File: config.mk
export PLATFORM = sky130hd
export DESIGN_NAME = if_fetch_ctrl
export DESIGN_NICKNAME = d
export VERILOG_FILES = /design/src/rtl/if_fetch_ctrl_pkg.sv /design/src/rtl/if_fetch_ctrl_skid.sv /design/src/rtl/if_fetch_ctrl.sv
export SDC_FILE = /design/constraint.sdc
export NUM_CORES = 1
export LEC_CHECK = 0
export CORE_MARGIN = 5
export CORE_UTILIZATION = 30
export DETAILED_ROUTE_END_ITERATION = 8
export PLACE_DENSITY = 0.59
export SYNTH_ARGS = -nofsm -noshare
export SYNTH_HDL_FRONTEND = slang
export SYNTH_SLANG_ARGS = --single-unit
File: constraint.sdc
create_clock -name clk -period 3.65 [get_ports clk]
set_input_delay 0.365 -clock clk [delete_from_list [all_inputs] [get_ports clk]]
set_output_delay 0.365 -clock clk [all_outputs]
set_load 0.01 [all_outputs]
File: src/rtl/if_fetch_ctrl_pkg.sv
// ---------------------------------------------------------------------------
// if_fetch_ctrl_pkg
// Shared definitions for the fetch-stage sequencer: default reset PC,
// fetch FSM state encoding and the sequential next-PC helper.
// ---------------------------------------------------------------------------
package if_fetch_ctrl_pkg;

  localparam logic [31:0] RESET_PC_DEFAULT   = 32'hBFC0_0000;
  localparam int          FETCH_STATE_LENGTH = 2;

  typedef enum logic [FETCH_STATE_LENGTH-1:0] {
    FETCH_IDLE = 2'd0,  // one cycle after reset release
    FETCH_REQ  = 2'd1,  // request outstanding at fetch_pc
    FETCH_HOLD = 2'd2,  // skid full, no request
    FETCH_KILL = 2'd3   // flushed request still on the bus, response dropped
  } fetch_state_t;

  // Sequential successor; wraps modulo 2^32.
  function automatic logic [31:0] seq_pc(input logic [31:0] pc);
    return pc + 32'd4;
  endfunction

endpackage

File: src/rtl/if_fetch_ctrl_skid.sv
// ---------------------------------------------------------------------------
// if_skid_buf
// One-entry pc/inst holding register used when an instruction returns from
// memory while ID is stalled.
// Ports:
//   clk, resetn           clock, asynchronous active-low reset
//   clear                 empty the buffer (highest priority)
//   load, load_pc/inst    capture an instruction, buffer becomes full
//   unload                buffer handed its content on, becomes empty
//   full, pc, inst        buffer state and content
// ---------------------------------------------------------------------------
module if_skid_buf (
  input  logic        clk,
  input  logic        resetn,
  input  logic        clear,
  input  logic        load,
  input  logic [31:0] load_pc,
  input  logic [31:0] load_inst,
  input  logic        unload,
  output logic        full,
  output logic [31:0] pc,
  output logic [31:0] inst
);

  always_ff @(posedge clk or negedge resetn) begin
    if (!resetn) begin
      full <= 1'b0;
      pc   <= 32'd0;
      inst <= 32'd0;
    end else if (clear) begin
      full <= 1'b0;
    end else if (load) begin
      full <= 1'b1;
      pc   <= load_pc;
      inst <= load_inst;
    end else if (unload) begin
      full <= 1'b0;
    end
  end

endmodule

File: src/rtl/if_fetch_ctrl.sv
// ---------------------------------------------------------------------------
// if_fetch_ctrl
// Fetch-stage sequencer. Owns the fetch PC, keeps at most one instruction
// request outstanding, delivers instructions to ID through an output register
// backed by a one-entry skid, applies branch redirects after the delay slot
// and applies exception/eret flushes immediately.
// Ports:
//   clk, resetn                  clock, asynchronous active-low reset
//   redirect_valid/redirect_pc   taken branch/jump resolved in ID (pulse)
//   flush_valid/flush_pc         exception/eret flush (pulse), wins over redirect
//   id_ready                     ID accepts if_* this cycle
//   inst_req/inst_addr           instruction memory request
//   inst_ack/inst_rdata          request completion and returned instruction
//   fetch_pc                     current fetch PC register
//   if_valid/if_pc/if_inst       instruction presented to ID
// ---------------------------------------------------------------------------
module if_fetch_ctrl
  import if_fetch_ctrl_pkg::*;
#(
  parameter logic [31:0] RESET_PC = RESET_PC_DEFAULT
) (
  input  logic        clk,
  input  logic        resetn,
  input  logic        redirect_valid,
  input  logic [31:0] redirect_pc,
  input  logic        flush_valid,
  input  logic [31:0] flush_pc,
  input  logic        id_ready,
  output logic        inst_req,
  output logic [31:0] inst_addr,
  input  logic        inst_ack,
  input  logic [31:0] inst_rdata,
  output logic [31:0] fetch_pc,
  output logic        if_valid,
  output logic [31:0] if_pc,
  output logic [31:0] if_inst
);

  fetch_state_t state;
  fetch_state_t state_next;

  logic [31:0] fetch_pc_next;
  logic [31:0] kill_addr;
  logic        pend_valid;
  logic [31:0] pend_pc;

  logic        skid_full;
  logic [31:0] skid_pc;
  logic [31:0] skid_inst;

  logic slot_free;
  logic ack_req;
  logic redirect_take;
  logic deliver;
  logic skid_load;
  logic skid_unload;

  assign slot_free     = !if_valid || id_ready;
  assign ack_req       = (state == FETCH_REQ) && inst_ack;
  // A branch sitting in a delay slot (pend already set) cannot redirect again.
  assign redirect_take = redirect_valid && !flush_valid && !pend_valid;
  assign deliver       = ack_req && slot_free && !flush_valid;
  assign skid_load     = ack_req && !slot_free && !flush_valid;
  assign skid_unload   = (state == FETCH_HOLD) && skid_full && id_ready && !flush_valid;

  // -------------------------------------------------------------------------
  // FSM: state register
  // -------------------------------------------------------------------------
  always_ff @(posedge clk or negedge resetn) begin
    if (!resetn) state <= FETCH_IDLE;
    else         state <= state_next;
  end

  // -------------------------------------------------------------------------
  // FSM: next state
  // -------------------------------------------------------------------------
  always_comb begin
    state_next = state;
    case (state)
      FETCH_IDLE: state_next = FETCH_REQ;
      FETCH_REQ: begin
        if (flush_valid)   state_next = inst_ack ? FETCH_REQ : FETCH_KILL;
        else if (inst_ack) state_next = slot_free ? FETCH_REQ : FETCH_HOLD;
      end
      FETCH_HOLD: begin
        if (flush_valid || id_ready) state_next = FETCH_REQ;
      end
      FETCH_KILL: begin
        if (inst_ack) state_next = FETCH_REQ;
      end
      default: state_next = FETCH_IDLE;
    endcase
  end

  // -------------------------------------------------------------------------
  // FSM: outputs. KILL keeps the flushed address on the bus until its ack.
  // -------------------------------------------------------------------------
  always_comb begin
    inst_req  = 1'b0;
    inst_addr = fetch_pc;
    case (state)
      FETCH_REQ:  inst_req = 1'b1;
      FETCH_KILL: begin
        inst_req  = 1'b1;
        inst_addr = kill_addr;
      end
      default: ;
    endcase
  end

  // -------------------------------------------------------------------------
  // Fetch PC update. In REQ fetch_pc only moves on ack, which keeps the bus
  // address stable while the request is outstanding; a redirect arriving
  // before the delay slot returns is parked in pend_pc.
  // -------------------------------------------------------------------------
  always_comb begin
    fetch_pc_next = fetch_pc;
    if (flush_valid) begin
      fetch_pc_next = flush_pc;
    end else if (ack_req) begin
      if (pend_valid)         fetch_pc_next = pend_pc;
      else if (redirect_take) fetch_pc_next = redirect_pc;
      else                    fetch_pc_next = seq_pc(fetch_pc);
    end else if ((state == FETCH_HOLD) && redirect_take) begin
      // Delay slot already captured in the skid.
      fetch_pc_next = redirect_pc;
    end
  end

  always_ff @(posedge clk or negedge resetn) begin
    if (!resetn) begin
      fetch_pc   <= RESET_PC;
      kill_addr  <= RESET_PC;
      pend_valid <= 1'b0;
      pend_pc    <= 32'd0;
    end else begin
      fetch_pc <= fetch_pc_next;
      if ((state == FETCH_REQ) && flush_valid && !inst_ack) kill_addr <= fetch_pc;
      if (flush_valid || ack_req) begin
        pend_valid <= 1'b0;
      end else if ((state == FETCH_REQ) && redirect_take) begin
        pend_valid <= 1'b1;
        pend_pc    <= redirect_pc;
      end
    end
  end

  // -------------------------------------------------------------------------
  // Output register towards ID
  // -------------------------------------------------------------------------
  always_ff @(posedge clk or negedge resetn) begin
    if (!resetn) begin
      if_valid <= 1'b0;
      if_pc    <= 32'd0;
      if_inst  <= 32'd0;
    end else if (flush_valid) begin
      if_valid <= 1'b0;
    end else if (deliver) begin
      if_valid <= 1'b1;
      if_pc    <= fetch_pc;
      if_inst  <= inst_rdata;
    end else if (skid_unload) begin
      if_valid <= 1'b1;
      if_pc    <= skid_pc;
      if_inst  <= skid_inst;
    end else if (id_ready) begin
      if_valid <= 1'b0;
    end
  end

  if_skid_buf u_skid (
    .clk       (clk),
    .resetn    (resetn),
    .clear     (flush_valid),
    .load      (skid_load),
    .load_pc   (fetch_pc),
    .load_inst (inst_rdata),
    .unload    (skid_unload),
    .full      (skid_full),
    .pc        (skid_pc),
    .inst      (skid_inst)
  );

endmodule

---- Yosys cells after proc, flatten, opt, wreduce, memory -nomap -nowiden ----
Cells that the tools add are included.
cells by class
  add/sub/neg operators ................... 1
  bitwise gates (word level) .............. 2
  reductions and logical operators ........ 33
  multiplexer cells ....................... 27
  eq/ne operators ......................... 6
operator list
  operator                                                                number
  32-bit two-way mux                                                      10
  32-bit by 3-bit adder with 32-bit output (second input constant)        1
  1-bit logical AND                                                       14
  2-bit two-way mux                                                       6
  1-bit two-way mux                                                       10
  2-bit case mux with 4 select lines                                      1
  2-bit AND reduction                                                     3
  3-bit nonzero test                                                      2
  1-bit zero test                                                         5
  2-bit equality test (second input constant)                             2
  2-bit nonzero test                                                      2
  4-bit nonzero test                                                      1
  1-bit logical OR                                                        3
  3-bit != test (second input constant)                                   1
  3-bit AND reduction                                                     1
  2-bit by 1-bit equality test with 1-bit output (second input constant)  1
  2-bit zero test                                                         1
  2-bit by 1-bit != test with 1-bit output (second input constant)        1
  2-bit != test (second input constant)                                   1
  1-bit NOT                                                               2
  2-bit OR reduction                                                      1
storage, ports and cells
  word-level logic and storage cells ...... 80
  bits in registers ....................... 229
  output and inout port bits .............. 130

---- Longest topological paths before layout ----
Gate-level depths: netlist (run 1).
  depth after elaboration ................. 7
  gate-level depth with buffers ........... 9
  gate-level depth less buffers ........... 6

---- Hierarchy ----
A second synthesis (run 1) with hierarchy kept.
second synthesis, totals
  cells, all modules ...................... 1035
  area total of the unflattened synthesis .. 11695.0 um^2
modules (own cells, without submodules)
  module         times used  seq. area each (um^2)  cells each  area each (um^2)
  if_fetch_ctrl  1           4126.5                 895         8953.6
  if_skid_buf    1           1626.6                 140         2741.4

---- Least setup slack after synthesis (run 1) ----
No wires, ideal clock.
  kind .................................... register -> register
  from .................................... reg fetch_pc[6]
  to ...................................... reg fetch_pc[29]
  data arrival time ....................... 2.004 ns
  path slack .............................. 1.563 ns
  library setup time ...................... 0.083 ns
  cell stages (with the launch flop) ...... 7
  required time ........................... 3.567 ns
  path buffers ............................ 1
  clock period less this slack ............ 2.087 ns
  cell sequence ........................... dfrtp_1 > buf_4 > nand4_4 > or4_4 > or3_4 > mux2i_1 > a221o_1
on the way
  word-level cells in the longest chain between the ends .. 5
RTL lines
  item                                      line                     source
  start: declaration                        if_fetch_ctrl.sv:33      output logic [31:0] fetch_pc,
  start signal: assignment                  if_fetch_ctrl.sv:137     fetch_pc <= fetch_pc_next;
  32-bit by 3-bit adder with 32-bit output  if_fetch_ctrl_pkg.sv:20  return pc + 32'd4;
  32-bit two-way mux                        if_fetch_ctrl.sv:122     else if (redirect_take) fetch_pc_next = redirect_pc;
  32-bit two-way mux                        if_fetch_ctrl.sv:121     if (pend_valid) fetch_pc_next = pend_pc;
  32-bit two-way mux                        if_fetch_ctrl.sv:120     end else if (ack_req) begin
  32-bit two-way mux                        if_fetch_ctrl.sv:118     if (flush_valid) begin
Every way passes these cells.
A chain may end at the register's enable or synchronous reset.

---- Worst setup path after layout (run 1) ----
  from .................................... reg state[0]
  to ...................................... out inst_addr[15]
on the way
  word-level cells in the longest chain between the ends .. 2
RTL lines
  item                      line                  source
  start: declaration        if_fetch_ctrl.sv:39   fetch_state_t state;
  start signal: assignment  if_fetch_ctrl.sv:71   else state <= state_next;
  2-bit equality test       if_fetch_ctrl.sv:101  case (state)
  32-bit two-way mux        if_fetch_ctrl.sv:101
  end: declaration          if_fetch_ctrl.sv:30   output logic [31:0] inst_addr,
Every way passes these cells.

==> impl_metrics.yaml, run 1 <==
grt:
  grt_pass1_vias: 9207
  grt_remaining_overflow: 0
  grt_usage: 0.1678
  grt_pass1_wl_um: 56380
  antenna_found_initial: 0
  grt_start_max_net_pins: 96
timing:
  setup_viol_count_final: 0
  layout_setup_ws_ns: 0.7342
  slew_headroom: 0.2715
  slew_violations: 0
  fin_crit_sh: 0.7988
  hold_viol: 0
  min_period_ns: 2.916
  finClkSkew_ns: 0.01171
  max_freq_mhz: 343.0
  worst_pin_slew_ns: 1.093
  setup-tns-final_ns: 0
  rsz0062_at_grt: "false"
setup_path:
  worstSetupPathType: "flip-flop to primary output"
  path_buf_inv: 2
  crit_chain: "nand2_1 -> buf_4 -> mux2_2 -> clkdlybuf4s50_1"
  reg2reg_depth: 5
  r2r-start: "state[0]"
  startpoint_type: "flip-flop"
  r2r_end: "fetch_pc[13]"
  endpoint_kind: "primary output"
  crit_fanout: 32
  critPathTopFamily: "buffers and inverters"
  crit_slowest_cell: "dfrtp_1"
  rrSetupSlack_ns: 1.03
  critPathMaxStageDelay_ns: 0.54
  crit_arrival_ns: 2.55
  required_ns: 3.28
routing:
  antenna_left: 0
  drtPass1Iterations: 5
  viasPerCell: 5.270
  drt_iter0_markers: 725
  vias: 9096
  drcViolationCount: 0
  detail_route.wl_per_cell_um: 21.37
  drt-total-wl_um: 36890
final_layout:
  utilization: 0.4033
  final_area_um2: 15230
  drive_gt1_frac: 0.2247
  nNetsFinal: 1297
  num-fill-cells: 3626
  antenna-diode-count: 0
  area_growth_pct: 32.14
yosys:
  ys.warnings.count: 0
  synth-edff-count: 0
  yosys.area.top_type: "dfrtp_1"
  ys_seq_area_frac: 0.4992
  synth_flop_cell: "dfrtp_1"
  synth_fp_nets: 1098
  netlist.area_leader.share: 0.4582
  async_reset_ff_frac: 1.000
  synthDistinctLibCells: 72
  avgSynthCellArea_um2: 11.58
  ys_seq_elements: 229
  yosys-top-cells-area: "dfrtp_1 46%, mux2_2 13%, a22o_1 5.1%"
  netlist_area_um2: 11520
  netlist_instances: 995
placement:
  place_area_um2: 14310
  io_buffers: 231
  gp_congestion: 0.8389
  dp_slack_ns: 0.7819
  dp_hpwl_um: 25700
flow_run:
  drv_cap: 0
clock_network:
  insertion_delay_ns: 0.54
  ctsResizeCount: 0
  clk_path_buf_depth: 3
  cts_tree: "yes"
  clk_pin_slew_ns: 0.06
  cts_buffers: 27
  htree_levels: 1
  cts.sinks: 229
  root_buffer: "clkbuf_16"
run_status:
  outcome: "finished clean"
floorplan:
  die_area_um2: 42430
  fp.dieW_um: 206.0
  coreArea_um2: 37760
  fp.dieH_um: 206.0
  row_count: 71
  pin_count: 232
  start_util: 0.3052
min_path:
  min_path_type: "primary input to async pin"
pwr:
  vdd_drop_max_mv: 0.2850
  cellPowerDensity_nw_per_um2: 584.7
  power.leakage_uw: 0.006697
stage by stage:
step	power, uW	std cells	hold WS, ns
finish	8904	1726	0.4281
global route	9348	1726	0.4534
detailed placement	6205	1675	0.4488
CTS	9012	1726	0.4020
floorplan	4901	995	0.06941
global placement	6149	1675	0.4470
cell usage after synthesis (4+ instances only):
library cell and count:
nor3_1 10, o31ai_1 9, o311ai_0 4, buf_4 12, a221oi_1 6, nor2_1 40, o221ai_1 5, nand2b_1 6
buf_2 29, buf_6 4, a22o_1 67, a31oi_1 13, and3_1 9, nand4_1 7, o21ai_0 28, o211ai_1 8
clkbuf_1 43, xnor2_1 5, nand3_1 23, a22oi_1 6, dfstp_2 18, or3_1 8, a211oi_1 6, nand2_1 58
inv_1 5, a21o_1 66, mux2_4 29, dfrtp_1 211, o21a_1 4, mux2_2 134, nor2b_1 6, o22a_1 4
and2_1 9, buf_1 5, a21oi_1 32, nor4_1 6, and4_1 6, o22ai_1 6
power breakdown:
group          switching (uW)  leakage [uW]  internal (uW)  total (uW)
sequential                558       0.00281           3230        3790
clock                    1080      0.000445           1680        2760
combinational             945       0.00345           1410        2360
total                    2590       0.00670           6320        8900
state kept, by name (all words and copies together) (netlist names):
name	count
if_valid	1
kill_addr	32
pend_pc	32
u_skid.pc	32
if_inst	32
pend_valid	1
state	2
u_skid.inst	32
fetch_pc	32
u_skid.full	1
if_pc	32
metal layers:
layer / vias to the layer above / track usage / wire [um]
li1: 4112 / - / -
met1: 4522 / 0.2461 / 17170
met2: 406 / 0.2545 / 15990
met3: 56 / 0.03672 / 2944
met4: 0 / 0.03731 / 786
met5: - / 0 / 0
area by class of cell:
type | count | area, um2 | area share
Sequential cell | 229 | 5753 | 0.3778
Multi-Input combinational cell | 668 | 5330 | 0.3500
Timing Repair Buffer | 263 | 2580 | 0.1694
Clock buffer | 40 | 774.5 | 0.05086
Tap cell | 511 | 639.4 | 0.04199
Clock inverter | 10 | 131.4 | 0.008628
Inverter | 5 | 18.77 | 0.001233
cell families (layout without fill, tap and decap cells):
kind of cell,count (synthesis),after routing,share of synthesized area
xor gates and xnor gates,8,8,0.006081
muxes,164,164,0.1696
AOI/OAI and AO/OA,292,292,0.1888
DFF,229,229,0.4992
and+or+nand+nor,203,203,0.09359
buffers and inverters,98,318,0.04159
adders and majority gates,1,1,0.001086
how the worst max path moves through the flow:
stage                     start              end  cells past startpoint
finish                 state[0]    inst_addr[15]                      4
global route           state[0]    inst_addr[15]                      4
CTS                    state[0]    inst_addr[15]                      4
detailed placement     inst_ack     fetch_pc[26]                      6
global placement       inst_ack  u_skid.inst[24]                      5
floorplan           fetch_pc[6]     fetch_pc[29]                      6
placed cells by master (no fill, tap or decap), drive strengths merged, types with 6 or more instances in the layout:
cell and n:
clkdlybuf4s50 229, dfrtp 211, mux2 163, a22o 67, a21o 66, nand2 58
nor2 40, clkbuf 40, buf 33, a21oi 32, o21ai 28, nand3 23
dfstp 18, a31oi 13, nor3 10, and2 10, nand4 10, and3 9
o31ai 9, o211ai 9, or3 9, a211oi 7, nor2b 6, nand2b 6
a22oi 6, and4 6, nor4 6, a221oi 6, o22ai 6, inv 6
timing repair:
item                       in CTS  in global routing
hold buffers                    1                  0
setup buffers                   0                  0
hold endpoints to repair       80                  0
setup endpoints to repair       0                  0
Note: power is estimated with default switching activity, not from simulation.
==> inputs of run 2 (changes only) <==
PLACE_DENSITY = 0.61   (was 0.59)
clock period = 2.6 ns   (was 3.65 ns; I/O delays follow)
==> run 2 against run 1 <==
Register-to-register slack lost 0.73 ns; sequential cell count unchanged; clock-buffer cell count unchanged; combinational power grew 53%; worst hold slack worse by 0.12 ns; clock power increased by 52%; power grew 45%; non-clock buffer count increased by 42; sequential share of layout area decreased by 1.2 points; routed wire length increased by 0.98%; critical path depth unchanged; worst setup slack lost 0.67 ns; critical path type unchanged; largest cell class unchanged.
==> impl_metrics.yaml, run 2 (same netlist as run 1, synthesis figures left out) <==
setup_path:
  reg2reg_depth: 5
  crit_slowest_cell: "clkdlybuf4s50_1"
  critPathMaxStageDelay_ns: 0.52
  r2r-start: "fetch_pc[8]"
  critPathTopFamily: "buffers and inverters"
  rrSetupSlack_ns: 0.30
  path_buf_inv: 2
  crit_fanout: 16
  crit_arrival_ns: 2.27
  endpoint_kind: "primary output"
  startpoint_type: "flip-flop"
  r2r_end: "fetch_pc[29]"
  crit_chain: "nand2_2 -> buf_12 -> mux2_2 -> clkdlybuf4s50_1"
  required_ns: 2.34
  worstSetupPathType: "flip-flop to primary output"
timing:
  finClkSkew_ns: 0.01315
  whs_ns: 0.3103
  rsz0062_at_grt: "false"
  slew_violations: 0
  setup_viol_count_final: 0
  min_period_ns: 2.532
  max_freq_mhz: 395.0
  fin_crit_sh: 0.9738
  hold_viol: 0
  setup-tns-final_ns: 0
  slew_headroom: 0.5644
  worst_pin_slew_ns: 0.6452
routing:
  drcViolationCount: 0
  detail_route.wl_per_cell_um: 21.05
  vias: 9217
  drt-total-wl_um: 37250
  antenna_left: 0
  drt_iter0_markers: 536
  drtPass1Iterations: 5
  viasPerCell: 5.207
placement:
  dp_hpwl_um: 26230
  gp_congestion: 0.8796
  io_buffers: 231
  place_area_um2: 14720
final_layout:
  utilization: 0.4172
  drive_gt1_frac: 0.2542
  antenna-diode-count: 0
  seq_area_um2: 5756
  nNetsFinal: 1340
  area_growth_pct: 36.68
  final_area_um2: 15750
  final_common_cell: "clkdlybuf4s50_1"
  layout_common_cells: "229 x clkdlybuf4s50_1, 209 x dfrtp_1, 134 x mux2_2"
  multi_input_area_um2: 5333
  num-fill-cells: 3601
clock_network:
  insertion_delay_ns: 0.54
  cts.sinks: 229
  htree_levels: 1
  cts_buffers: 28
  cts_tree: "yes"
  clk_path_buf_depth: 3
  root_buffer: "clkbuf_16"
  clk_pin_slew_ns: 0.06
grt:
  grt_pass1_vias: 9197
  grt_usage: 0.1679
  grt_start_max_net_pins: 81
  grt_pass1_wl_um: 56330
  antenna_found_initial: 0
  grt_remaining_overflow: 0
floorplan:
  start_util: 0.3052
  fp.dieW_um: 206.0
  coreArea_um2: 37760
  fp.dieH_um: 206.0
  pin_count: 232
  die_area_um2: 42430
  row_count: 71
pwr:
  vdd_drop_max_mv: 0.4337
  cellPowerDensity_nw_per_um2: 822.2
  power.total_uw: 12950
  pwr-share-seq: 0.398
  power.leakage_uw: 0.006980
  clockPowerShare: 0.323
  swShare: 0.2851
  internal-power_uw: 9259
  pwr-share-comb: 0.279
  switchingPower_uw: 3692
min_path:
  min_from: "flush_valid"
  holdPathStages: 3
  min_path_type: "primary input to flip-flop"
  hold_end: "fetch_pc[1]"
flow_run:
  drv_cap: 0
run_status:
  outcome: "finished clean"
-- run 2: worst min-delay path: cells and delay by family --
kind / cells / cell delay (ns)
AOI/OAI and AO/OA: 1 / 0.19
muxes: 1 / 0.14
buffers and inverters: 1 / 0.22
-- run 2: final cells by class --
cell class                      count  area share
Clock buffer                       40     0.05060
Clock inverter                     12     0.01231
Inverter                            5    0.001192
Multi-Input combinational cell    668      0.3386
Sequential cell                   229      0.3654
Tap cell                          511     0.04059
Timing Repair Buffer              305      0.1913
-- run 2: repair_timing --
| action | CTS | global route |
|---|---|---|
| hold endpoints to repair | 73 | 0 |
| gates cloned | 0 | 1 |
| resized for setup | 1 | 1 |
| setup endpoints to repair | 16 | 8 |
| hold buffers | 1 | 0 |
| buffers inserted | 0 | 0 |
-- run 2: metrics by stage --
| stage | instances | worst slack (ns) |
|---|---|---|
| 6_report | 1770 | 0.06811 |
| 5_1_grt | 1770 | 0.009003 |
| 4_1_cts | 1769 | 0.006360 |
| 3_5_place_dp | 1716 | 0.1531 |
| 3_3_place_gp | 1716 | 0.1670 |
| 2_1_floorplan | 995 | 0.5128 |
-- run 2: how the worst max path moves through the flow --
stage	from	end	slack (ns)	cells after the start
after floorplan	fetch_pc[6]	fetch_pc[29]	0.51	6
after global placement	inst_ack	u_skid.inst[6]	0.17	5
after detailed placement	inst_ack	u_skid.inst[15]	0.15	5
after CTS	state[1]	inst_addr[31]	0.006	4
after global routing	state[0]	inst_addr[16]	0.009	4
final	state[0]	inst_addr[31]	0.07	4
-- run 2: power by group through the flow --
stage / registers, uW / logic [uW] / clock network (uW)
after floorplan: 5170 / 1710 / 0
after global placement: 5190 / 3580 / 0
after detailed placement: 5220 / 3630 / 0
after CTS: 5160 / 3640 / 4300
after global routing: 5280 / 3880 / 4450
final: 5150 / 3610 / 4190
-- run 2: routing by layer --
layer / up-vias / share of wire / GRT usage
met5: - / 0 / 0
met4: 0 / 0.018 / 0.03018
met3: 49 / 0.074 / 0.03327
met2: 372 / 0.44 / 0.2580
met1: 4594 / 0.47 / 0.2484
li1: 4202 / - / -
